===== src/rtl/alarm_unit.sv =====
// Alarm stage: stores an editable HH:MM alarm, rings a square-wave buzzer on a
// match with the running time of day, and supports snooze with hour carry.
module alarm_unit #(
    parameter int RING_SECONDS   = 60,
    parameter int SNOOZE_MINUTES = 5,
    parameter int TONE_DIV       = 24999
) (
    input  logic       clk,
    input  logic       reset,
    input  logic [5:0] sec_in,
    input  logic [5:0] min_in,
    input  logic [4:0] hour_in,
    input  logic       sec_tick,
    input  logic       set_mode,
    input  logic       up_pulse,
    input  logic       down_pulse,
    input  logic       sel_pulse,
    input  logic       arm_pulse,
    input  logic       snooze_pulse,
    output logic [5:0] alarm_min,
    output logic [4:0] alarm_hour,
    output logic       edit_field,
    output logic       armed,
    output logic       ringing,
    output logic       buzzer
);

    localparam int TW = (TONE_DIV > 0) ? $clog2(TONE_DIV + 1) : 1;
    localparam logic [TW-1:0] TONE_LAST = TW'(TONE_DIV);
    localparam logic [7:0]    RING_LAST = 8'(RING_SECONDS - 1);

    typedef enum logic [1:0] {
        IDLE,
        RINGING,
        SNOOZE
    } state_e;

    state_e        state_q, state_d;
    logic [5:0]    alarmMin_q, alarmMin_d;
    logic [4:0]    alarmHour_q, alarmHour_d;
    logic          editField_q, editField_d;
    logic          armed_q, armed_d;
    logic          ringing_q, ringing_d;
    logic          buzzer_q, buzzer_d;
    logic [7:0]    ringCnt_q, ringCnt_d;
    logic [TW-1:0] toneCnt_q, toneCnt_d;
    logic [5:0]    snzMin_q, snzMin_d;
    logic [4:0]    snzHour_q, snzHour_d;

    logic       cancel;
    logic       alarmMatch;
    logic       snzMatch;
    logic [6:0] snzSum;
    logic       startRing;

    // set_mode can only be high in RINGING/SNOOZE if it rose there, since
    // both states are entered with set_mode low; the level is the rise.
    assign cancel     = set_mode | (arm_pulse & armed_q);
    assign alarmMatch = sec_tick && (sec_in == 6'd0) && (min_in == alarmMin_q)
                        && (hour_in == alarmHour_q);
    assign snzMatch   = sec_tick && (sec_in == 6'd0) && (min_in == snzMin_q)
                        && (hour_in == snzHour_q);
    assign snzSum     = {1'b0, min_in} + 7'(SNOOZE_MINUTES);

    always_comb begin
        state_d     = state_q;
        alarmMin_d  = alarmMin_q;
        alarmHour_d = alarmHour_q;
        editField_d = editField_q;
        armed_d     = armed_q ^ arm_pulse;
        ringCnt_d   = ringCnt_q;
        toneCnt_d   = toneCnt_q;
        buzzer_d    = buzzer_q;
        snzMin_d    = snzMin_q;
        snzHour_d   = snzHour_q;
        startRing   = 1'b0;

        if (set_mode) begin
            if (up_pulse && !down_pulse) begin
                if (editField_q)
                    alarmHour_d = (alarmHour_q == 5'd23) ? 5'd0 : alarmHour_q + 5'd1;
                else
                    alarmMin_d = (alarmMin_q == 6'd59) ? 6'd0 : alarmMin_q + 6'd1;
            end else if (down_pulse && !up_pulse) begin
                if (editField_q)
                    alarmHour_d = (alarmHour_q == 5'd0) ? 5'd23 : alarmHour_q - 5'd1;
                else
                    alarmMin_d = (alarmMin_q == 6'd0) ? 6'd59 : alarmMin_q - 6'd1;
            end
            if (sel_pulse)
                editField_d = ~editField_q;
        end

        case (state_q)
            IDLE: begin
                if (armed_q && !cancel && alarmMatch)
                    startRing = 1'b1;
            end
            RINGING: begin
                if (cancel) begin
                    state_d = IDLE;
                end else if (snooze_pulse) begin
                    state_d = SNOOZE;
                    if (snzSum >= 7'd60) begin
                        snzMin_d  = 6'(snzSum - 7'd60);
                        snzHour_d = (hour_in == 5'd23) ? 5'd0 : hour_in + 5'd1;
                    end else begin
                        snzMin_d  = snzSum[5:0];
                        snzHour_d = hour_in;
                    end
                end else if (sec_tick && (ringCnt_q == RING_LAST)) begin
                    state_d = IDLE;
                end else begin
                    if (sec_tick)
                        ringCnt_d = ringCnt_q + 8'd1;
                    if (toneCnt_q == TONE_LAST) begin
                        toneCnt_d = '0;
                        buzzer_d  = ~buzzer_q;
                    end else begin
                        toneCnt_d = toneCnt_q + 1'b1;
                    end
                end
            end
            SNOOZE: begin
                if (cancel)
                    state_d = IDLE;
                else if (snzMatch)
                    startRing = 1'b1;
            end
            default: state_d = IDLE;
        endcase

        // Every entry to RINGING restarts the ring and tone timing from zero.
        if (startRing) begin
            state_d   = RINGING;
            ringCnt_d = '0;
            toneCnt_d = '0;
            buzzer_d  = 1'b0;
        end
        if (state_d != RINGING) begin
            ringCnt_d = '0;
            toneCnt_d = '0;
            buzzer_d  = 1'b0;
        end
        ringing_d = (state_d == RINGING);
    end

    always_ff @(posedge clk) begin
        if (reset) begin
            state_q     <= IDLE;
            alarmMin_q  <= '0;
            alarmHour_q <= '0;
            editField_q <= 1'b0;
            armed_q     <= 1'b0;
            ringing_q   <= 1'b0;
            buzzer_q    <= 1'b0;
            ringCnt_q   <= '0;
            toneCnt_q   <= '0;
            snzMin_q    <= '0;
            snzHour_q   <= '0;
        end else begin
            state_q     <= state_d;
            alarmMin_q  <= alarmMin_d;
            alarmHour_q <= alarmHour_d;
            editField_q <= editField_d;
            armed_q     <= armed_d;
            ringing_q   <= ringing_d;
            buzzer_q    <= buzzer_d;
            ringCnt_q   <= ringCnt_d;
            toneCnt_q   <= toneCnt_d;
            snzMin_q    <= snzMin_d;
            snzHour_q   <= snzHour_d;
        end
    end

    assign alarm_min  = alarmMin_q;
    assign alarm_hour = alarmHour_q;
    assign edit_field = editField_q;
    assign armed      = armed_q;
    assign ringing    = ringing_q;
    assign buzzer     = buzzer_q;

endmodule


===== config.mk =====
export PLATFORM = sky130hd
export DESIGN_NAME = alarm_unit
export DESIGN_NICKNAME = d
export VERILOG_FILES = /design/src/rtl/alarm_unit.sv
export SDC_FILE = /design/constraint.sdc
export NUM_CORES = 1
export LEC_CHECK = 0
export ABC_CLOCK_PERIOD_IN_PS = 3100
export CORE_ASPECT_RATIO = 1.75
export CORE_UTILIZATION = 33
export CTS_CLUSTER_SIZE = 8
export DETAILED_ROUTE_END_ITERATION = 16
export HOLD_SLACK_MARGIN = 0.12
export PLACE_DENSITY = 0.52
export RECOVER_POWER = 100
export SLEW_MARGIN = 20
export SYNTH_ARGS = -nofsm -noshare
export SYNTH_HDL_FRONTEND = slang
export SYNTH_SLANG_ARGS = --single-unit

===== constraint.sdc =====
create_clock -name clk -period 3.1 [get_ports clk]
set_clock_uncertainty 0.2 [all_clocks]
set_input_delay 0.62 -clock clk [delete_from_list [all_inputs] [get_ports clk]]
set_output_delay 0.62 -clock clk [all_outputs]
set_load 0.01 [all_outputs]

Word-level counts from Yosys, hierarchy flattened. Index checks and enable logic that the tools add are counted.

Register bits: 51. Bits of input ports: 26. Output and inout port bits: 15. Word-level logic and storage cells: 98.

$add $sub $neg: 9. $lt $le $gt $ge: 1. Equal/unequal tests: 17. Muxes and demuxes: 26. Bitwise operators: 8. Reductions and logical operators: 26.

Operator list (count): 6-bit 2-to-1 mux (7); 5-bit 2-to-1 mux (8); 15-bit by 1-bit adder with 15-bit output (second input constant) (1); 15-bit equality test (second input constant) (1); 15-bit 2-to-1 mux (1); 6-bit equality test (2); 6-bit zero test (2); 4-bit AND reduction (3); 5-bit by 1-bit adder with 5-bit output (second input constant) (2); 5-bit equality test (2); 5-bit equality test (second input constant) (2); 1-bit logical AND (10); 2-bit 2-to-1 mux (5); 5-bit AND reduction (2); 8-bit by 1-bit adder with 8-bit output (second input constant) (1); 8-bit by 6-bit equality test with 1-bit output (second input constant) (1); 2-bit inequality test (second input constant) (4); 6-bit by 3-bit adder with 7-bit output (second input constant) (1); 7-bit by 6-bit >= comparator with 1-bit output (second input constant) (1); 6-bit by 1-bit adder with 6-bit output (second input constant) (1); 6-bit equality test (second input constant) (1); 2-bit one-hot mux with 3 select lines (1); 6-bit by 1-bit subtractor with 6-bit output (second input constant) (1); 6-bit subtractor (second input constant) (1); 17 further kinds (26).

Depth between registers and ports, before layout. Gate-level depths: netlist of run 1.

Depth after elaboration: 10. Gate-level depth with buffers: 10. Gate-level depth less buffers: 9.

Least setup slack after synthesis of run 1. Ideal clock, no wire load.

Kind: input to register. Start: input port min_in[2]. End: register snzHour_q[3]. Setup time: 0.091 ns. Arrival time: 2.728 ns. Required time: 2.809 ns. Path slack: 0.081 ns. Stages: 10. Buffers on the path: 1. Path through: buf_6 a21oi_1 xnor2_1 ha_1 nand3_1 mux2_4 a32oi_2 nor2_2 or4_1 a311oi_1.

Word-level cells in the longest chain between the ends: 3.

Ends and longest elaborated chain: start: declaration (RTL line 11) `input logic [5:0] min_in,`; 6-bit by 3-bit adder with 7-bit output (RTL line 63) `assign snzSum = {1'b0, min_in} + 7'(SNOOZE_MINUTES);`; 7-bit by 6-bit >= comparator with 1-bit output (RTL line 104) `if (snzSum >= 7'd60) begin`; 5-bit 2-to-1 mux (RTL line 104); end signal: assignment (RTL line 172) `snzHour_q <= snzHour_d;`; end: declaration (RTL line 48) `logic [4:0] snzHour_q, snzHour_d;`.

Every way passes these cells. A chain may end at the register's enable or synchronous reset.

Worst setup path after layout of run 1.
Start: input port min_in[3]. End: register snzHour_q[4].

The elaborated chain is that of the path after synthesis.

==> results of run 1 <==
[per-layer routing]
metal	up-vias	track usage, %	routed length [microns]
li1	1476	-	-
met1	1339	17.4	3110
met2	65	31.9	4430
met3	16	3.06	263
met4	0	7.59	282
met5	-	0	0
[power by group through the flow]
stage	Combinational [mW]	Clock, mW	Sequential [mW]
3_3_place_gp	0.292	0	0.715
3_5_place_dp	0.295	0	0.715
5_1_grt	0.324	0.662	0.703
2_1_floorplan	0.174	0	0.702
4_1_cts	0.305	0.638	0.700
6_report	0.295	0.620	0.700
[area by class of cell]
cell class / instances / area (sq um)
clock inverters: 1 / 30.0
clock buffers: 6 / 129
repair buffers: 67 / 583
inverters: 10 / 37.5
fillers: 960 / 5210
well taps: 120 / 150
multi-input cells: 306 / 2050
flip-flops and latches: 51 / 1020
[synthesized netlist by cell type (3+ instances only)]
cell      count  share of area [%]
nor2_1       52                6.2
dfxtp_1      51                 32
xor2_1       30                8.3
nand2_1      28                3.3
clkbuf_1     20                2.4
nand3_1      20                3.2
xnor2_1      20                5.5
a21oi_1      14                2.2
ha_1         14                5.5
nand4_1      13                2.6
o21ai_0      13                2.1
nor3_1       12                1.9
inv_1        10                1.2
a211oi_1      7                1.7
a31oi_1       5               0.99
and3_1        5               0.99
a311oi_1      4                1.1
nand3b_1      4               0.95
nor2b_1       4               0.79
nor4_1        4               0.79
or3_1         4               0.79
mux2i_1       3               0.95
nand4b_1      3               0.83
nor3b_1       3               0.71
nor4b_1       3               0.83
o21ba_2       3               0.95
or4_1         3               0.71
[stage by stage]
stage / cell area [sq um] / hold slack (ns) / power, mW / TNS [ns] / setup slack [ns]
after floorplan: 3160 / 0.242 / 0.876 / 0 / 0.0806
after global placement: 3800 / 0.258 / 1.01 / -2.14 / -0.448
after detailed placement: 3800 / 0.266 / 1.01 / -2.51 / -0.489
after CTS: 4020 / 0.275 / 1.64 / 0 / 0.108
after global routing: 4000 / 0.290 / 1.69 / 0 / 0.00650
final: 4000 / 0.271 / 1.61 / 0 / 0.0970
[placed cells by master, fill, tap and decap left out, drive strengths merged, types with 13 or more instances in the layout]
| cell type | Yosys | layout |
|---|---|---|
| clkdlybuf4s50 | 0 | 20 |
| dfxtp | 51 | 51 |
| nor2 | 53 | 53 |
| nand4 | 13 | 13 |
| dlygate4sd3 | 0 | 17 |
| buf | 3 | 21 |
| nand2 | 28 | 28 |
| a21oi | 14 | 14 |
| o21ai | 15 | 15 |
| xor2 | 30 | 30 |
| xnor2 | 20 | 20 |
| ha | 14 | 14 |
| nand3 | 20 | 20 |
[tightest hold or removal path: cells and delay by family, from the launching register on]
kind,cells,cell delay (ns)
simple gates,1,0.05
compound gates,1,0.05
flops,1,0.32
[worst min path at each step]
stage	to	cells past startpoint	slack (ns)	from
2_1_floorplan	toneCnt_q[0]	1	0.24	toneCnt_q[0]
3_3_place_gp	snzMin_q[5]	2	0.26	snzMin_q[5]
3_5_place_dp	toneCnt_q[0]	1	0.27	toneCnt_q[0]
4_1_cts	snzMin_q[1]	2	0.28	snzMin_q[1]
5_1_grt	snzMin_q[1]	2	0.29	snzMin_q[1]
6_report	snzMin_q[1]	2	0.27	snzMin_q[1]
[kinds of logic after synthesis]
kind of cell	Yosys count
AND/OR/NAND/NOR	169
AO/OA/AOI/OAI	67
flip-flops	51
XOR/XNOR	50
buffers and inverters	33
adder cells (fa/ha/maj)	14
multiplexers	6
[what timing repair did]
action,CTS,global route
gates resized for setup,11,1
endpoints found under the setup margin,4,1
setup buffers,3,0
pin swaps,3,0
[registers in the layout, summed over array words and instances (netlist names)]
register	flops
alarm_hour	5
snzHour_q	5
armed	1
snzMin_q	6
ringCnt_q	8
state_q	2
edit_field	1
alarm_min	6
ringing	1
buzzer	1
toneCnt_q	15
==> key figures, run 1 <==
Route
  – Iter 0 DRT Violations: 86
  – DRT Wirelength: 8090 microns
  – Post-DRT Antenna Nets: 0
  – Avg WL per Cell: 14.4 microns
  – Vias: 2896
  – Post-DR vias/cell: 5.16
  – Remaining DRCs: 0
  – DRT Pass-1 Iters: 4

Die
  – CORE AREA: 9210 sq um
  – Initial Util: 34.3%
  – IO Count: 41
  – Die X: 76.0 microns
  – Die Ht: 131 microns
  – Die area: 9990 sq um
  – Row cnt: 46

Critical path
  – Critical path type: input port to register
  – Worst reg-to-reg path cell count: 6
  – Crit. End Element: register
  – Startpoint Class: input port
  – CP max-delay cell: clkdlybuf4s50_1
  – R2r endpoint: toneCnt_q[11]
  – R2r startpoint: toneCnt_q[5]
  – Setup slack, reg-to-reg: 0.60 ns
  – Crit-path cells: clkdlybuf4s50_1 -> xnor2_2 -> ha_2 -> nand3_1 -> mux2_4 -> a32oi_4 -> nor2_4 -> or4b_1 -> a311oi_2
  – Setup crit start: min_in[3]
  – Worst endpoint required time: 3.11 ns
  – CP Data Arrival Time: 3.01 ns
  – CP delay by family, top: simple AND/OR/NAND/NOR gates
  – Buf+Inv Stages, Crit Path: 1
  – CP max stage delay: 0.53 ns
  – Total stage count of the critical path: 9
  – Crit Path Max Fanout: 6
  – CP endpoint: snzHour_q[4]

Clock tree
  – Clock Sinks: 51
  – CTS tree: built
  – H-Tree Depth: 2
  – Root buf cell: clkbuf_16
  – Post-CTS Hold Buffers: 0
  – Total CTS buffers: 5
  – CTS max path bufs: 2
  – Clock Pin Slew Worst Setup and Hold Paths: 0.07 ns
  – Clk_lat worst skew: 0.29 ns

STA
  – Max Freq: 0.333 GHz
  – Unrepaired setup endpoints after global routing: no
  – Max Slew Vio Count: 0
  – Final Cycle Share: 96.9%
  – Setup-failing EPs final: 0
  – Final Hold Viols: 0
  – Worst-Margin Slew: 0.898 ns
  – Rel. slew slack: 40.1%
  – Tmin final: 3.00 ns

Final layout
  – P&R area growth vs syn: 26.6%
  – Non-Filler Instances: 561
  – Core Util, Final: 43.5%
  – Share of layout cells above drive strength 1: 10.9%
  – Net count reported at finish: 481
  – ANT cells: 0

Yosys
  – Warnings from Yosys: 0
  – Post-Synth Simple-Gate Area: 27.2%
  – Synth Cell Area: 3160 sq um
  – Ys async rst share: 0%
  – Synth Instances: 390
  – Netlist cell types: 56
  – Adder-cell share of the synthesized area: 5.54%
  – Main combinational cell family by area after synthesis: simple AND/OR/NAND/NOR gates
  – Compound-Gate Fraction of Synth Area: 14.7%
  – Post-synth EDFFs: 0
  – Post-Syn Area per Cell: 8.10 sq um
  – Syn nets: 430
  – Seq/Total Area, Yosys: 32.3%
  – Mux contribution to synthesized area: 2.14%
  – Most used DFF post-synth: dfxtp_1
  – Flops & latches, synth: 51
  – Synthesized-area fraction occupied by xor and xnor cells: 13.9%

Global routing
  – Global Route Usage Sum: 16.7%
  – GRT overflow: 0
  – Pin count of the biggest net entering global routing: 24
  – Initial antenna violation count: 0
  – Vias in the first global route: 2889
  – First-pass GRT wire length: 13500 microns

Power and ir drop
  – VDD IR max: 0.000267 V
  – Leakage power: 1.49 nW
  – Combinational power share: 18.3%
  – Sw Pwr: 0.418 mW
  – Clock power frac: 38.4%
  – Sw frac: 25.9%
  – Internal Power: 1.20 mW
  – Seq pwr share: 43.3%
  – PD cells: 403 nW/um^2

Placement
  – IO Port Bufs: 40
  – Post-DP HPWL: 6210 microns
  – Placed Cells: 551
  – GP Congestion: 0.821

Flow run
  – Max-cap violations: 0

Outcome
  – Status: finished clean

Worst hold path
  – HP Class: register to register
Power figures use the tool's default switching activity.
==> run 2, diff against run 1 <==
--- a/config.mk
+++ b/config.mk
@@ -7,11 +7,10 @@
 export LEC_CHECK = 0
 export ABC_CLOCK_PERIOD_IN_PS = 3100
 export CORE_ASPECT_RATIO = 1.75
-export CORE_UTILIZATION = 33
+export CORE_UTILIZATION = 40
 export CTS_CLUSTER_SIZE = 8
 export DETAILED_ROUTE_END_ITERATION = 16
 export HOLD_SLACK_MARGIN = 0.12
-export PLACE_DENSITY = 0.52
 export RECOVER_POWER = 100
 export SLEW_MARGIN = 20
 export SYNTH_ARGS = -nofsm -noshare
==> run 2 against run 1 <==
  * Sequential power hardly changed
  * Register-to-register slack hardly changed
  * Non-clock buffer count stayed put
  * Setup slack better by 0.046 ns
  * Count of clock-buffer cells in the layout is 1 lower
  * Flip-flop and latch count stayed put
  * Maximum frequency is 1.6% higher
  * Core utilization is 8.1 points higher
  * Wire length is 3.6% lower
  * Power is 4.1% lower
  * Design area is 1.8% lower
  * Via count is 0.83% higher
==> key figures, run 2 (synthesis results as in run 1) <==
Critical path
  – Critical path type: input port to register
  – CP Data Arrival Time: 2.96 ns (-0.05 ns)
  – Crit. End Element: register
  – Crit Path Max Fanout: 4 (-2)
  – Setup slack, reg-to-reg: 0.59 ns (about the same)
  – R2r startpoint: toneCnt_q[6]
  – Worst reg-to-reg path cell count: 6 (unchanged)
  – CP endpoint: snzHour_q[3]
  – Worst endpoint required time: 3.10 ns (about the same)
  – Setup crit start: min_in[2]
  – R2r endpoint: toneCnt_q[14]
  – Startpoint Class: input port

Power and ir drop
  – Final Total Pwr: 1.55 mW (-4.1%)
  – Sw frac: 27.9% (+2.0 points)
  – Leakage power: 1.49 nW (-0.43%)
  – PD cells: 394 nW/um^2 (-2.4%)
  – Sw Pwr: 0.432 mW (+3.4%)
  – Combinational power share: 18.9% (+0.6 points)
  – VDD IR max: 0.000305 V (+14%)
  – Seq pwr share: 45.1% (+1.8 points)
  – Clock power frac: 36.0% (-2.4 points)
  – Internal Power: 1.12 mW (-6.8%)

Final layout
  – Most frequent cells in the layout: nor2_1 (52), dfxtp_1 (51), xor2_1 (30)
  – ANT cells: 0 (unchanged)
  – Multi-input logic area: 2040 sq um (-0.79%)
  – Reg area: 1020 sq um (unchanged)
  – Net count reported at finish: 481 (unchanged)
  – Share of layout cells above drive strength 1: 11.3% (+0.43 points)
  – Biggest registers after layout: toneCnt_q: 15 flops, ringCnt_q: 8 flops
  – Max FFs per register: 15 (unchanged)
  – Non-Filler Instances: 530 (-5.5%)
  – Fill count: 754 (-21%)
  – P&R area growth vs syn: 24.4%
  – Most common cell after layout, fill and taps aside: nor2_1
  – Biggest register: toneCnt_q

Route
  – Avg WL per Cell: 14.7 microns (+2.1%)
  – DRT Pass-1 Iters: 6 (+2)
  – Vias: 2920 (+0.83%)
  – Remaining DRCs: 0 (unchanged)
  – Post-DR vias/cell: 5.51 (+6.7%)
  – Iter 0 DRT Violations: 120 (+40%)
  – DRT Wirelength: 7800 microns (-3.6%)
  – Post-DRT Antenna Nets: 0 (unchanged)

Clock tree
  – Total CTS buffers: 5 (unchanged)
  – CTS tree: built
  – Root buf cell: clkbuf_16
  – Clock Sinks: 51 (unchanged)
  – Clk_lat worst skew: 0.30 ns (about the same)
  – Post-CTS Hold Buffers: 0 (unchanged)
  – Clock Pin Slew Worst Setup and Hold Paths: 0.07 ns (about the same)
  – H-Tree Depth: 2 (unchanged)
  – CTS max path bufs: 2 (unchanged)

Placement
  – Placed Cells: 521 (-5.4%)
  – GP Congestion: 0.834 (+1.6%)
  – IO Port Bufs: 40 (unchanged)
  – Post-DP HPWL: 5950 microns (-4.1%)

Global routing
  – Global Route Usage Sum: 19.4% (+2.7 points)
  – Initial antenna violation count: 0 (unchanged)
  – Vias in the first global route: 2783 (-3.7%)
  – First-pass GRT wire length: 13000 microns (-3.8%)
  – GRT overflow: 0 (unchanged)
  – Pin count of the biggest net entering global routing: 21 (-13%)

Die
  – CORE AREA: 7620 sq um (-17%)
  – Initial Util: 41.5% (+7.2 points)
  – Row cnt: 42 (-8.7%)
  – Die X: 69.2 microns (-8.9%)
  – IO Count: 41 (unchanged)
  – Die Ht: 120 microns (-9.0%)
  – Die area: 8280 sq um (-17%)

STA
  – Final Hold Viols: 0 (unchanged)
  – Final Cycle Share: 95.4% (-1.5 points)
  – Rel. slew slack: 41.8% (+1.7 points)
  – Setup-failing EPs final: 0 (unchanged)
  – Worst-Margin Slew: 0.873 ns (-0.0250 ns)
  – Tmin final: 2.96 ns (-0.0460 ns)
  – Unrepaired setup endpoints after global routing: no
  – Max Freq: 0.338 GHz (+1.6%)
  – Max Slew Vio Count: 0 (unchanged)

Worst hold path
  – HP Class: register to register

Flow run
  – Max-cap violations: 0 (unchanged)

Outcome
  – Status: finished clean
-- run 2: cell types whose count changed in the layout (fill, tap and decap cells not counted), moves of 2 or more --
cell / previous run / this run
dlygate4sd2_1: 3 / 1
clkinvlp_4: 0 / 2
buf_4: 20 / 22
clkdlybuf4s50_1: 20 / 18
-- run 2: how the worst min path moves through the flow --
stage | endpoint | from | depth (start not counted)
global placement | snzMin_q[5] | snzMin_q[5] | 2
detailed placement | snzMin_q[5] | snzMin_q[5] | 2
global route | snzMin_q[5] | snzMin_q[5] | 2
finish | snzMin_q[5] | snzMin_q[5] | 2
CTS | snzMin_q[5] | snzMin_q[5] | 2
floorplan | toneCnt_q[0] | toneCnt_q[0] | 1
-- run 2: per-layer routing --
metal | up-vias | wire length (microns) | global-route usage [%]
met4 | 0 | 138 | 6.89
met3 | 11 | 212 | 3.27
met2 | 57 | 4420 | 38.5
met5 | - | 0 | 0
li1 | 1486 | - | -
met1 | 1366 | 3030 | 19.8
-- run 2: metrics by stage --
stage / util (%) / setup TNS, ns / setup WS (ns) / instance area (sq um) / hold slack, ns
4_1_cts: 51.8 / 0 / 0.110 / 3950 / 0.272
2_1_floorplan: - / 0 / 0.0806 / 3160 / 0.242
6_report: 51.6 / 0 / 0.143 / 3930 / 0.270
3_5_place_dp: 49.5 / -2.20 / -0.474 / 3770 / 0.262
3_3_place_gp: 49.5 / -1.90 / -0.396 / 3770 / 0.257
5_1_grt: 51.6 / 0 / 0.0196 / 3930 / 0.289
-- run 2: area by class of cell --
| type | count | area share, % |
|---|---|---|
| Clock inverter | 3 | 0.509 |
| Tap cell | 88 | 2.80 |
| Sequential cell | 51 | 26.0 |
| Inverter | 10 | 0.955 |
| Timing Repair Buffer | 67 | 14.8 |
| Multi-Input combinational cell | 306 | 51.8 |
| Clock buffer | 5 | 3.18 |
-- run 2: power groups by stage --
stage          Combinational [mW]  Clock [mW]  Sequential [mW]
2_1_floorplan               0.174           0            0.702
3_3_place_gp                0.292           0            0.714
3_5_place_dp                0.296           0            0.714
4_1_cts                     0.301       0.569            0.699
5_1_grt                     0.323       0.588            0.702
6_report                    0.292       0.557            0.699
-- run 2: what timing repair did --
item / 4_1_cts / 5_1_grt
endpoints found under the setup margin: 5 / 3
buffers inserted: 1 / 0
gates cloned: 0 / 0
resized for setup: 9 / 8
pin swaps: 4 / 5
-- run 2: critical path, cell delays in order --
cell and delay [ns]:
dlygate4sd2_1 0.26, a21oi_2 0.16, xnor2_1 0.17, ha_1 0.23, nand3_1 0.10, mux2_4 0.31, a32oi_4 0.25, nor2_2 0.08
or4_1 0.50, a311oi_1 0.29
